## config.mk

```make
export PLATFORM = sky130hd
export DESIGN_NAME = counter_sequencer
export DESIGN_NICKNAME = d
export VERILOG_FILES = /design/src/rtl/counter_sequencer_pkg.sv /design/src/rtl/counter_sequencer_rr_arbiter2.sv /design/src/rtl/counter_sequencer.sv
export SDC_FILE = /design/constraint.sdc
export NUM_CORES = 1
export LEC_CHECK = 0
export ABC_CLOCK_PERIOD_IN_PS = 2670
export CORE_MARGIN = 2
export CORE_UTILIZATION = 30
export DETAILED_ROUTE_END_ITERATION = 6
export PLACE_DENSITY = 0.66
export SLEW_MARGIN = 20
export SYNTH_ARGS = -nofsm -noshare
export SYNTH_HDL_FRONTEND = slang
export SYNTH_HIERARCHICAL = 1
export SYNTH_SLANG_ARGS = --single-unit
```

## constraint.sdc

```tcl
create_clock -name clk -period 2.67 [get_ports clk]
set_input_delay 0.534 -clock clk [delete_from_list [all_inputs] [get_ports clk]]
set_output_delay 0.534 -clock clk [all_outputs]
set_load 0.03 [all_outputs]
```

## src/rtl/counter_sequencer_pkg.sv

```systemverilog
// rtl/counter_sequencer_pkg.sv - shared FSM state codes and counter mode codes
//
// Purpose : constants shared by the counter sequencer block.
//   S_IDLE..S_REPORT : sequencer FSM state encodings
//   MODO_LOAD        : counter mode that performs a parallel load of D
//   MODO_IDLE        : counter mode driven while the counter is parked
// Ports   : none (package)
package counter_sequencer_pkg;

  localparam logic [1:0] S_IDLE   = 2'd0;
  localparam logic [1:0] S_LOAD   = 2'd1;
  localparam logic [1:0] S_RUN    = 2'd2;
  localparam logic [1:0] S_REPORT = 2'd3;

  localparam logic [1:0] MODO_LOAD = 2'b11;
  localparam logic [1:0] MODO_IDLE = 2'b00;

endpackage

```

## src/rtl/counter_sequencer_rr_arbiter2.sv

```systemverilog
// rtl/counter_sequencer_rr_arbiter2.sv - two-way round-robin arbiter with pointer
//
// Purpose : grants one of two requesters. When both request, the pointer
//           decides; a lone requester always wins. On an advance strobe the
//           pointer moves to the requester that was not granted.
// Ports   :
//   clk      in  1  clock, rising edge
//   reset_L  in  1  asynchronous active-low reset (pointer favours requester 0)
//   req      in  2  request bits
//   advance  in  1  a grant is being taken this cycle
//   grant    out 2  one-hot grant (combinational)
module rr_arbiter2 (
  input  logic       clk,
  input  logic       reset_L,
  input  logic [1:0] req,
  input  logic       advance,
  output logic [1:0] grant
);

  logic ptr;

  always_comb begin
    grant = req;
    if (req == 2'b11) begin
      grant = ptr ? 2'b10 : 2'b01;
    end
  end

  always_ff @(posedge clk or negedge reset_L) begin
    if (!reset_L) begin
      ptr <= 1'b0;
    end else if (advance) begin
      // granted requester 0 -> favour 1 next time, and vice versa
      ptr <= grant[0];
    end
  end

endmodule

```

## src/rtl/counter_sequencer.sv

```systemverilog
// rtl/counter_sequencer.sv - job sequencer and arbiter in front of a mode-programmable counter
//
// Purpose : accepts jobs (start value, count mode, run length) from two
//           requesters round-robin, drives the counter through one load
//           cycle and len count cycles, then returns final Q and a sticky
//           RCO flag on a valid/ready result port. Jobs with modo==2'b11
//           are rejected with done_err and never touch the counter.
// Options : RCO_ABORT_EN - when defined, cnt_RCO during RUN ends the job early.
// Ports   :
//   clk, reset_L                     clock / asynchronous active-low reset
//   req_valid[1:0], req_ready[1:0]   job handshake (ready one-hot, only in IDLE)
//   req_D, req_modo, req_len         per-requester job fields, requester i in slice i
//   cnt_enb, cnt_modo, cnt_D         registered counter controls
//   cnt_Q, cnt_RCO                   counter outputs
//   done_valid, done_ready           result handshake
//   done_id, done_Q, done_rco, done_err   registered result fields
module counter_sequencer
  import counter_sequencer_pkg::*;
#(
  parameter int W     = 16,
  parameter int LEN_W = 8
) (
  input  logic               clk,
  input  logic               reset_L,
  input  logic [1:0]         req_valid,
  output logic [1:0]         req_ready,
  input  logic [2*W-1:0]     req_D,
  input  logic [3:0]         req_modo,
  input  logic [2*LEN_W-1:0] req_len,
  output logic               cnt_enb,
  output logic [1:0]         cnt_modo,
  output logic [W-1:0]       cnt_D,
  input  logic [W-1:0]       cnt_Q,
  input  logic               cnt_RCO,
  output logic               done_valid,
  input  logic               done_ready,
  output logic               done_id,
  output logic [W-1:0]       done_Q,
  output logic               done_rco,
  output logic               done_err
);

  logic [1:0]       state;
  logic [1:0]       grant;
  logic             take;
  logic             gid;
  logic [W-1:0]     sel_d;
  logic [1:0]       sel_modo;
  logic [LEN_W-1:0] sel_len;

  logic             job_id;
  logic             job_err;
  logic [1:0]       job_modo;
  logic [LEN_W-1:0] run_cnt;
  logic             rco_flag;
  logic             run_end;

  assign take      = (state == S_IDLE) && (req_valid != 2'b00);
  assign req_ready = (state == S_IDLE) ? grant : 2'b00;
  assign gid       = grant[1];

  assign sel_d    = gid ? req_D[2*W-1:W]         : req_D[W-1:0];
  assign sel_modo = gid ? req_modo[3:2]          : req_modo[1:0];
  assign sel_len  = gid ? req_len[2*LEN_W-1:LEN_W] : req_len[LEN_W-1:0];

`ifdef RCO_ABORT_EN
  assign run_end = (run_cnt == LEN_W'(1)) || cnt_RCO;
`else
  assign run_end = (run_cnt == LEN_W'(1));
`endif

  rr_arbiter2 u_arb (
    .clk     (clk),
    .reset_L (reset_L),
    .req     (req_valid),
    .advance (take),
    .grant   (grant)
  );

  always_ff @(posedge clk or negedge reset_L) begin
    if (!reset_L) begin
      state      <= S_IDLE;
      cnt_enb    <= 1'b0;
      cnt_modo   <= MODO_IDLE;
      cnt_D      <= '0;
      job_id     <= 1'b0;
      job_err    <= 1'b0;
      job_modo   <= MODO_IDLE;
      run_cnt    <= '0;
      rco_flag   <= 1'b0;
      done_valid <= 1'b0;
      done_id    <= 1'b0;
      done_Q     <= '0;
      done_rco   <= 1'b0;
      done_err   <= 1'b0;
    end else begin
      case (state)
        S_IDLE: begin
          if (take) begin
            job_id   <= gid;
            job_modo <= sel_modo;
            run_cnt  <= sel_len;
            rco_flag <= 1'b0;
            if (sel_modo == MODO_LOAD) begin
              job_err <= 1'b1;
              state   <= S_REPORT;
            end else begin
              // controls are registered, so they are set here to be
              // visible to the counter during the LOAD cycle
              job_err  <= 1'b0;
              state    <= S_LOAD;
              cnt_enb  <= 1'b1;
              cnt_modo <= MODO_LOAD;
              cnt_D    <= sel_d;
            end
          end
        end
        S_LOAD: begin
          if (run_cnt == '0) begin
            state    <= S_REPORT;
            cnt_enb  <= 1'b0;
            cnt_modo <= MODO_IDLE;
          end else begin
            state    <= S_RUN;
            cnt_modo <= job_modo;
          end
        end
        S_RUN: begin
          run_cnt <= run_cnt - LEN_W'(1);
          if (cnt_RCO) begin
            rco_flag <= 1'b1;
          end
          if (run_end) begin
            state    <= S_REPORT;
            cnt_enb  <= 1'b0;
            cnt_modo <= MODO_IDLE;
          end
        end
        S_REPORT: begin
          // the counter applies its last step on the edge that enters
          // REPORT, so Q is sampled during the first REPORT cycle
          if (!done_valid) begin
            done_valid <= 1'b1;
            done_id    <= job_id;
            done_Q     <= job_err ? '0 : cnt_Q;
            done_rco   <= rco_flag;
            done_err   <= job_err;
          end else if (done_ready) begin
            done_valid <= 1'b0;
            state      <= S_IDLE;
          end
        end
        default: begin
          state <= S_IDLE;
        end
      endcase
    end
  end

endmodule
```

==> results list, run 1 <==
- Result of the run: completed
- The average instance in the mapped netlist occupies a little over 10 um2.
- Number of buffers inserted to repair setup after CTS: 0
* Normalized max-slew margin: about 58%
* Worst Reg-to-Reg Cells: 7
- Commonest non-fill, non-tap cell in the layout: sky130_fd_sc_hd__clkdlybuf4s50_1
- The synthesized netlist devotes 0% of its cell area to XOR and XNOR gates.
- In this run the static leakage power is between 1.5 and 2 nW.
- Detail Route Antenna Nets: 0
- Area fraction in compound gates after synthesis: between 10% and 20%
- The floorplan step defined a die boundary enclosing ~0.010 mm2.
- Dividing the detail-routed wire length by the instance count gives roughly 13 um.
- The worst setup path is captured at an output port.
- Comb power frac: a little under 60%
* Total of flip-flops plus latches after synthesis: between 50 and 60
- Across the run, the number of max-cap violations was 0.
- Relative to the synthesized area, the layout overhead comes to 51.3%.
- Final-stage net count: 488
* Floorplan die height: 102 um
* Switch Pwr: between 2 and 2.5 mW
* Cell area after placement: approximately 0.0043 mm2
* Launching point of the worst reg2reg path: state[0]$_DFFE_PN0P_
- Vias in the first global route: roughly 2400
* Warnings, synthesis: 6
- The number of hold violations in the final report was 0.
- Synthesis handed over a netlist of about 290 instances.
* Non-filler instance count after layout: around 540
- The first TritonRoute pass finished after 4 iterations.
- The die is around 100 um wide.
* Diode insertion count for antenna repair: 0
- Max Slew Vio Count: 0
- After detailed routing, the total wire length is 7110 um.
- Commonest register cell after synthesis: sky130_fd_sc_hd__dfrtp_1
- In this run the standard cell core region covers 0.00928 mm2.
- Clk_skew: 0.00802 ns
* Net count of the mapped netlist: between 300 and 400
- Synthesized cell area: just under 0.003 mm2
- Timing would allow up to approximately 420 MHz.
- Routed via count: about 2400
- The critical path in this run is classified as in2out.
* IR Drop Worst-Case VDD: approximately 400 uV
- Initial antenna violation count: 0
* Clock sink total: 55
- At the end of routability-driven placement, the weighted congestion stood at approximately 0.8.
* Total power density per cell area: ~1100 mW/mm2
* Data required, critical path: 2.14 ns
- Mux cell area share after synthesis: around 12%
- The synthesized design contains 0 enable-type register cells.
* Simple-gate share of the synthesized area: 15.2%
* Final period utilization: 90.0%
* Switch share: between 40% and 50%
- In this run, CTS created clock tree buffers numbering 5.
* Sequential share of power: 31.8%
* Total chip power: around 4.9 mW
* Int Pwr: approximately 2.8 mW
- TritonCTS built the clock tree.
* RR Endpoint: cnt_modo[0]$_DFFE_PN0P_
- Clock group share of total power: under 10%
- Starting Density: 31.2%
* Starting DRT DRC Count: 48
* Fin util: between 40% and 50%
- Final Instance Area: around 0.0044 mm2
* Mean number of vias per cell: between 4 and 5
* Final total negative setup slack: 0 ns
- Global routing consumed, over all layers together, 14.0% of the routing resources.
- In this run the worst path has a maximum fanout of 7.
- Arr. time, crit path: 1.87 ns
- Min cycle time layout: 2.40 ns
- Pin placement for this block handled approximately 120 I/O pins.
* Total DRC errors in the routed layout: 0
- Fraction of final layout cells sized beyond drive strength 1: between 10% and 20%
- Clock latency on the worst-skew pair: 0.31 ns
- The worst setup path is launched from an input pin.
- Transition time at the pin with the least slew margin: 0.634 ns
- The floorplan has 35 rows.
- The count of buffers added on input and output ports is about 110.
* RSZ-0062 raised after global routing: no
* Post-synthesis async set-or-reset flop share: 100%
* Adder-cell area share of the yosys netlist: 3.46%
- Reg2reg setup slack: 0.68 ns
- Resized Gates After CTS: 0
* Filler Cells Inserted: a little over 900
- Yosys mapped the design onto 49 distinct sky130hd cell types.
- Overall overflow remaining after global route: 0
* Portion of the post-synthesis area used by sequential elements: between 40% and 50%
* H-tree lvl count: 2
* DP Cell Count: roughly 530
- Entering global routing, the biggest net connects 34 pins.
* Placed wire-length estimate: around 5500 um
- Combinational family with the most area after synthesis: compound AO/OA/AOI/OAI gates
- Leaving out fill and tap cells, the most frequent cells in the layout are sky130_fd_sc_hd__clkdlybuf4s50_1, sky130_fd_sc_hd__dfrtp_1, sky130_fd_sc_hd__nand2_1.
* Setup Viol. Count Final: 0
- Worst min-delay path class: in2async
- The root buffer cell chosen for the clock tree is sky130_fd_sc_hd__clkbuf_8.
- After clock tree synthesis, the clock-pin slew on the worst setup and hold paths is roughly 0.10 ns.
* Hold buffers post-CTS: 0
* Clock Tree Buf Depth: 2
* Wire length of the first global-routing pass: around 12000 um
-- kinds of logic (layout without fill, tap and decap cells) --
| kind of cell | after synthesis | after routing |
|---|---|---|
| and+or+nand+nor | 88 | 88 |
| AOI/OAI and AO/OA | 80 | 80 |
| adders and majority gates | 8 | 8 |
| buffers and inverters | 23 | 143 |
| DFF | 55 | 55 |
| muxes | 33 | 33 |
-- critical path, cell delays in order --
cell                              delay (ns)
sky130_fd_sc_hd__clkdlybuf4s50_1        0.57
sky130_fd_sc_hd__a21boi_4               0.26
sky130_fd_sc_hd__buf_4                  0.19
sky130_fd_sc_hd__and2_1                 0.18
sky130_fd_sc_hd__buf_12                 0.13
-- registers in the layout, indices dropped and copies added, names as in the netlist --
signal,flops
job_id,1
job_err,1
done_valid,1
done_id,1
rco_flag,1
done_Q,16
done_rco,1
cnt_enb,1
cnt_modo,2
cnt_D,16
run_cnt,8
u_arb/ptr,1
state,2
job_modo,2
done_err,1
-- routing by layer --
metal | GRT usage (%) | vias to the layer above | part of all wire, %
li1 | - | 1243 | -
met3 | 3.56 | 7 | 6.4
met4 | 3.90 | 0 | 1.0
met2 | 24.5 | 71 | 49
met5 | 0 | - | 0
met1 | 17.1 | 1125 | 44
-- Yosys cell counts (all sizes together), types with 2 or more instances --
| cell type | n | area share [%] |
|---|---|---|
| buf | 7 | 1.3 |
| clkbuf | 7 | 0.91 |
| a2bb2oi | 2 | 0.60 |
| nor3b | 2 | 0.69 |
| o2bb2ai | 2 | 0.60 |
| inv | 9 | 1.2 |
| o21ai | 44 | 7.6 |
| ha | 8 | 3.5 |
| a21oi | 8 | 1.4 |
| a31oi | 2 | 0.95 |
| o311ai | 2 | 1.2 |
| a211oi | 4 | 1.0 |
| mux2 | 10 | 4.4 |
| o22ai | 2 | 0.43 |
| nand2b | 16 | 3.5 |
| a21boi | 3 | 0.91 |
| nand3 | 3 | 0.52 |
| and2 | 2 | 0.43 |
| dfrtp | 55 | 48 |
| mux2i | 23 | 7.9 |
| nand2 | 46 | 6.0 |
| nor2 | 11 | 1.8 |
| nor3 | 3 | 0.52 |
-- per-stage QoR --
stage          hold slack [ns]  setup WS (ns)
6_report                 0.223          0.268
5_1_grt                  0.259          0.219
4_1_cts                  0.245          0.264
3_5_place_dp             0.466          0.263
3_3_place_gp             0.466          0.296
2_1_floorplan            0.238          0.520
-- worst max-delay path by stage --
stage / startpoint / endpoint / slack [ns] / cells past startpoint
4_1_cts: req_valid[1] / req_ready[1] / 0.26 / 5
2_1_floorplan: req_valid[1] / req_ready[1] / 0.52 / 5
3_3_place_gp: req_valid[1] / req_ready[1] / 0.30 / 5
6_report: req_valid[1] / req_ready[1] / 0.27 / 5
3_5_place_dp: req_valid[1] / req_ready[1] / 0.26 / 5
5_1_grt: req_valid[1] / req_ready[1] / 0.22 / 5
-- layout make-up --
cell class	instances	area [um2]	area share [%]
sequential	55	1380	31.4
tap	129	161	3.68
clock buffer	5	68.8	1.57
clock inverter	3	23.8	0.543
inverter	9	33.8	0.771
multi-input combinational	209	1430	32.7
timing repair buffer	126	1280	29.3
-- power by group through the flow --
stage / sequential, mW / combinational, mW / clock [mW]
finish: 1.57 / 2.88 / 0.480
floorplan: 2.09 / 1.28 / 0
detailed placement: 1.59 / 2.91 / 0
CTS: 1.58 / 2.92 / 0.509
global route: 1.64 / 3.14 / 0.541
global placement: 1.57 / 2.85 / 0
Note: power is estimated with default switching activity, not from simulation.
==> inputs of run 2 (changes only) <==
CORE_MARGIN = not set   (was 2)
==> run 2 against run 1 <==
Clock power up 3%. Sequential share of layout area hardly changed. Clock-buffer cell count grew 1. Non-clock buffer count is the same. First-iteration DRC count fell by 10%. Sequential power about the same. Combinational power about the same. Critical endpoint unchanged.
==> results list, run 2 (synthesis results as in run 1) <==
- Result of the run: completed
* Clock latency on the worst-skew pair: slightly above 0.3 ns
- The largest registers in the layout are cnt_D (16), done_Q (16), run_cnt (8).
- At the worst endpoint, the arrival time is 1.87 ns.
- Dominant delay contributor by cell family on the critical path: buffers and inverters
* CP max-delay cell: sky130_fd_sc_hd__clkdlybuf4s50_1
- Hold Violations, Final: 0
* Clock tree root driver cell: sky130_fd_sc_hd__clkbuf_8
* Cell-by-cell trace of the critical path: clkdlybuf4s50_1 -> a21boi_4 -> buf_4 -> and2_1 -> buf_12
- Counting the buffers created by CTS gives 5.
* Mean number of vias per cell: between 4 and 5
- The number of buffers and inverters on the critical path is 3.
* Floorplan die height: ~100 um
- The clock arrives with about 0.0087 ns of skew.
- Transition time at the pin with the least slew margin: about 0.57 ns
* Final period utilization: 90.2%
* Pin count of the biggest net entering global routing: 34
- STA classifies the critical path endpoint as an output port.
- Summed over all failing endpoints, the final setup total negative slack is 0 ns.
- After layout, the design draws a total of slightly below 5 mW.
- The clock period could shrink to roughly 2.4 ns.
* Starting DRT DRC Count: 43
- Max-cap violations in this run came to 0.
- At the end of the flow, the number of nets in the layout was about 500.
- Most used routing layer: met2
- After clock tree synthesis, the setup repair step added 0 buffers.
- CTS tree: built
- Detail Route Antenna Nets: 0
- Crit Path Class: in2out
- Clock sink total: between 50 and 60
* Core box area: between 0.009 and 0.01 mm2
- For this run, global-route usage on met3 was measured as under 10%.
- Die width: around 100 um
- For this configuration, the core starts out at a cell density of a little under a third.
- Fraction of final layout cells sized beyond drive strength 1: 10.8%
- WL per Instance: 13.1 um
- After detailed routing, the total wire length is ~7000 um.
- Area of the die: roughly 0.010 mm2
- The initial antenna violation count was 0.
- The number of slew-limit violations in the final report is 0.
* H-tree lvl count: 2
* Hold slack final: between 0.15 and 0.2 ns
- Commonest non-fill, non-tap cell in the layout: sky130_fd_sc_hd__clkdlybuf4s50_1
- For this run, design rule violations remaining after detail routing come to 0.
* Data required, critical path: approximately 2.1 ns
- Overall Global Routing Usage: 14.6%
- In this run the worst path has a maximum fanout of 7.
* Overall overflow remaining after global route: 0
- The analysis attributes to cell leakage a power of between 1.5 and 2 nW.
* TritonRoute pass-1 iters: 4
- Clock Tree Buf Depth: 2
- Worst min-delay path class: in2async
- Top-level I/O count: around 120
- The worst setup path is launched from an input pin.
- Routed via count: ~2500
- RSZ-0062 raised after global routing: no
* Total power density per cell area: about 1100 mW/mm2
- Static timing analysis puts the maximum clock frequency at 415 MHz.
- Diode insertion count for antenna repair: 0
- Normalized max-slew margin: approximately 62%
- CP max stage delay: between 0.5 and 0.6 ns
* Area growth from synthesis to layout: 51.1%
* Number of I/O port buffers: approximately 110
- Clock transition time at the flip-flop clock pins of the worst setup and hold paths: about 0.11 ns
* Hold buffers post-CTS: 0
* Commonest non-fill, non-tap cells in the layout: sky130_fd_sc_hd__clkdlybuf4s50_1, sky130_fd_sc_hd__dfrtp_1, sky130_fd_sc_hd__nand2_1
- After floorplanning, the core was divided into 35 placement rows.
- GRT met2 Usage: around 25%
* Wire length of the first global-routing pass: around 12000 um
- Final estimated routing congestion in global placement: ~0.8
- Met1 routing resource usage after global routing: ~18%
- Once layout is complete, the utilization of the core stands at a little under half.
* Placed wire-length estimate: 5480 um
- The worst-case IR drop observed on VDD is roughly 410 uV.
* Vias in the first global route: 2539
- After clock tree synthesis, the repair step resized 0 gates.
- Setup violations remaining at the end of the flow were counted as 0.
==> run 2: cell types whose count changed in the layout (fill, tap and decap cells not counted) <==
cell / before / now
sky130_fd_sc_hd__buf_12: 5 / 4
sky130_fd_sc_hd__buf_4: 9 / 10
sky130_fd_sc_hd__clkbuf_8: 5 / 6
sky130_fd_sc_hd__clkinv_2: 1 / 0
sky130_fd_sc_hd__clkinv_4: 0 / 1
sky130_fd_sc_hd__inv_8: 1 / 0
==> run 2: power by group <==
part           internal, mW  switching, mW  total (mW)
logic                  1.32           1.55        2.86
clock network         0.213          0.282       0.494
registers              1.25          0.319        1.57
==> run 2: layer usage <==
metal | part of all wire (%) | up-vias
met5 | 0 | -
met4 | 1.6 | 0
met3 | 5.4 | 9
met2 | 49 | 72
met1 | 44 | 1145
li1 | - | 1247
==> run 2: area by class of cell <==
cell class / count / area (um2)
repair buffers: 126 / 1270
inverters: 9 / 33.8
flip-flops and latches: 55 / 1380
well taps: 129 / 161
multi-input cells: 209 / 1430
clock buffers: 6 / 82.6
fillers: 911 / 4910
clock inverters: 2 / 16.3
==> run 2: worst paths after layout <==
kind	startpoint	to	slack [ns]	cells past startpoint
setup / recovery	req_valid[1]	req_ready[1]	0.26	5
hold / removal	reset_L	done_id$_DFFE_PN0P_	0.17	1
setup reg to reg	state[0]$_DFFE_PN0P_	state[1]$_DFFE_PN0P_	0.63	7
hold reg to reg	job_id$_DFFE_PN0P_	job_id$_DFFE_PN0P_	0.48	2
max in group asynchronous	reset_L	done_Q[13]$_DFFE_PN0P_	1.86	2
min in group clk	job_id$_DFFE_PN0P_	job_id$_DFFE_PN0P_	0.48	2
==> run 2: through the flow <==
step | setup WS [ns] | area (um2) | cells
after floorplan | 0.520 | 2900 | 287
after CTS | 0.244 | 4380 | 536
after global routing | 0.178 | 4380 | 536
after global placement | 0.286 | 4280 | 528
final | 0.263 | 4380 | 536
after detailed placement | 0.248 | 4280 | 528
==> RTL edit (settings of run 1) <==
Change the parameter `W` from 16 to 32.
--- a/src/rtl/counter_sequencer.sv
+++ b/src/rtl/counter_sequencer.sv
@@ -19,3 +19,3 @@
 #(
-  parameter int W     = 16,
+  parameter int W     = 32,
   parameter int LEN_W = 8
Ports: changed (resized cnt_D, cnt_Q, done_Q and req_D); port bits go from 115 to 195. No check against the original RTL was run, so the function may have changed too.
==> RTL edit against run 1 <==
Global-route usage up 1.7 points; die area up 45%; worst setup slack better by 0.0049 ns; via count up 54%; total power up 62%; worst hold slack worse by 0.066 ns; sequential share of layout area up 0.77 points; largest power group unchanged; routed wire length up 66%; first-iteration DRC count rose to 3.1 times the old value; synthesized area up 47%; count of clock-buffer cells in the layout up 4; critical endpoint unchanged; largest cell class is now sequential cells; final area up 54%; sequential cell count up 32; clock power rose to 2.9 times the old value.
==> RTL edit: results (changes against run 1) <==
* Gr usage total at 0.157 (+0.0171)
* CTS H-tree depth at 3 (+1)
* Post-Syn Area per Cell at 9.99 um^2 (-1.0%)
* Setup Skew at 0.00875 ns (+0.000732 ns)
* Largest net degree at the start of global routing at 66 (+94%)
* Routed vias at 3771 (+54%)
* Synth top area cells: dfrtp_1 (51%), mux2i_1 (9.4%), o21ai_0 (8.8%)
* PortBufs at 194 (+70%)
* # nets final at 744 (+52%)
* Initial antenna violation count at 0 (unchanged)
* Slew @ Worst Pin at 0.838 ns (+0.205 ns)
* Post-Place Cells at 783 (+48%)
* Clock slew at reported path FFs at 0.07 ns (-0.03 ns)
* Synth top cells by count: dfrtp_1 (87), nand2_1 (76), o21ai_0 (75), mux2i_1 (40), nand2b_1 (32)
* Number of CTS-inserted buffers at 9 (+4)
* Regs by FF count: cnt_D x32, done_Q x32, run_cnt x8
* Worst IR Drop VDD at 0.000474 V (+19%)
* Post-synthesis mux area share at 0.119 (-0.00451)
* Routed wire length at 11.8 mm (+66%)
* Vias in the first global route at 3893 (+59%)
* Post-DP HPWL at 8.79 mm (+58%)
* Setup repair bufs after CTS at 0 (unchanged)
* Fill count at 1272 (+40%)
* Routed len/inst at 14.8 um (+11%)
* CP max stage delay at 0.59 ns (+0.02 ns)
* Die Span X at 123 um (+20%)
* Clock root buffer master: clkbuf_16
* First-pass GRT wire length at 18.8 mm (+64%)
* Status: finished, final reports clean
* RD Place Congestion at 0.835 (+4.7%)
* Crit Path Max Fanout at 9 (+2)
* CTS tree: yes
* Synth Area in Compound Gates at 0.159 (-0.0220)
* Post-route cell area at 0.00677 mm^2 (+54%)
* Fraction of final layout cells sized beyond drive strength 1 at 0.0759 (-0.0322)
* Adder and majority gate portion of the synthesized area at 0.0236 (-0.0110)
* Synth cell types at 48 (-2.0%)
* WP data arrival at 1.86 ns
* Register area share after synthesis at 0.513 (+0.0375)
* Leakage at 2.86 nW (+55%)
* Iteration-0 DRC Markers at 148 (+210%)
* Insertion delay to the later sink of the worst-skew pair at 0.34 ns (+0.03 ns)
* Placed Area at 0.00644 mm^2 (+50%)
* Syn nets at 555 (+50%)
[RTL edit: cell families after synthesis]
family,count (synthesis)
compound gates,115
fa+ha+maj,8
buf+inv,34
flops,87
mux,49
simple gates,132
[RTL edit: stage by stage]
stage	hold slack (ns)	setup WS, ns
floorplan	0.238	0.399
global placement	0.461	0.252
detailed placement	0.470	0.228
CTS	0.170	0.277
global route	0.197	0.241
finish	0.157	0.273
[RTL edit: area by class of cell]
class | instances | area share
Clock buffer | 9 | 0.0333
Clock inverter | 7 | 0.0150
Inverter | 10 | 0.00555
Multi-Input combinational cell | 304 | 0.287
Sequential cell | 87 | 0.322
Tap cell | 180 | 0.0333
Timing Repair Buffer | 202 | 0.304
[RTL edit: critical path: cells and delay by family]
family	cells	cell delay, ns
buf+inv	2	0.73
compound gates	1	0.36
simple gates	1	0.23
[RTL edit: worst paths after layout]
path | endpoint | slack, ns | depth (start not counted)
min in group clk | cnt_D[17]$_DFFE_PN0P_ | 0.48 | 2
max in group asynchronous | done_Q[21]$_DFFE_PN0P_ | 1.84 | 2
worst max register to register | cnt_modo[0]$_DFFE_PN0P_ | 0.48 | 6
worst min register to register | cnt_D[17]$_DFFE_PN0P_ | 0.48 | 2
worst min-delay path | done_Q[4]$_DFFE_PN0P_ | 0.16 | 1
worst max-delay path | req_ready[1] | 0.27 | 4
[RTL edit: layer usage]
metal / vias to the layer above / GRT usage / part of all wire
li1: 1854 / - / -
met1: 1743 / 0.199 / 0.43
met2: 156 / 0.258 / 0.47
met3: 18 / 0.0401 / 0.084
met4: 0 / 0.0618 / 0.018
met5: - / 0 / 0
[RTL edit: power breakdown]
part           total (W)  switching [W]  internal (W)
logic            0.00418        0.00234       0.00184
registers        0.00245       0.000496       0.00196
clock network    0.00138       0.000550      0.000830
total            0.00801        0.00338       0.00463
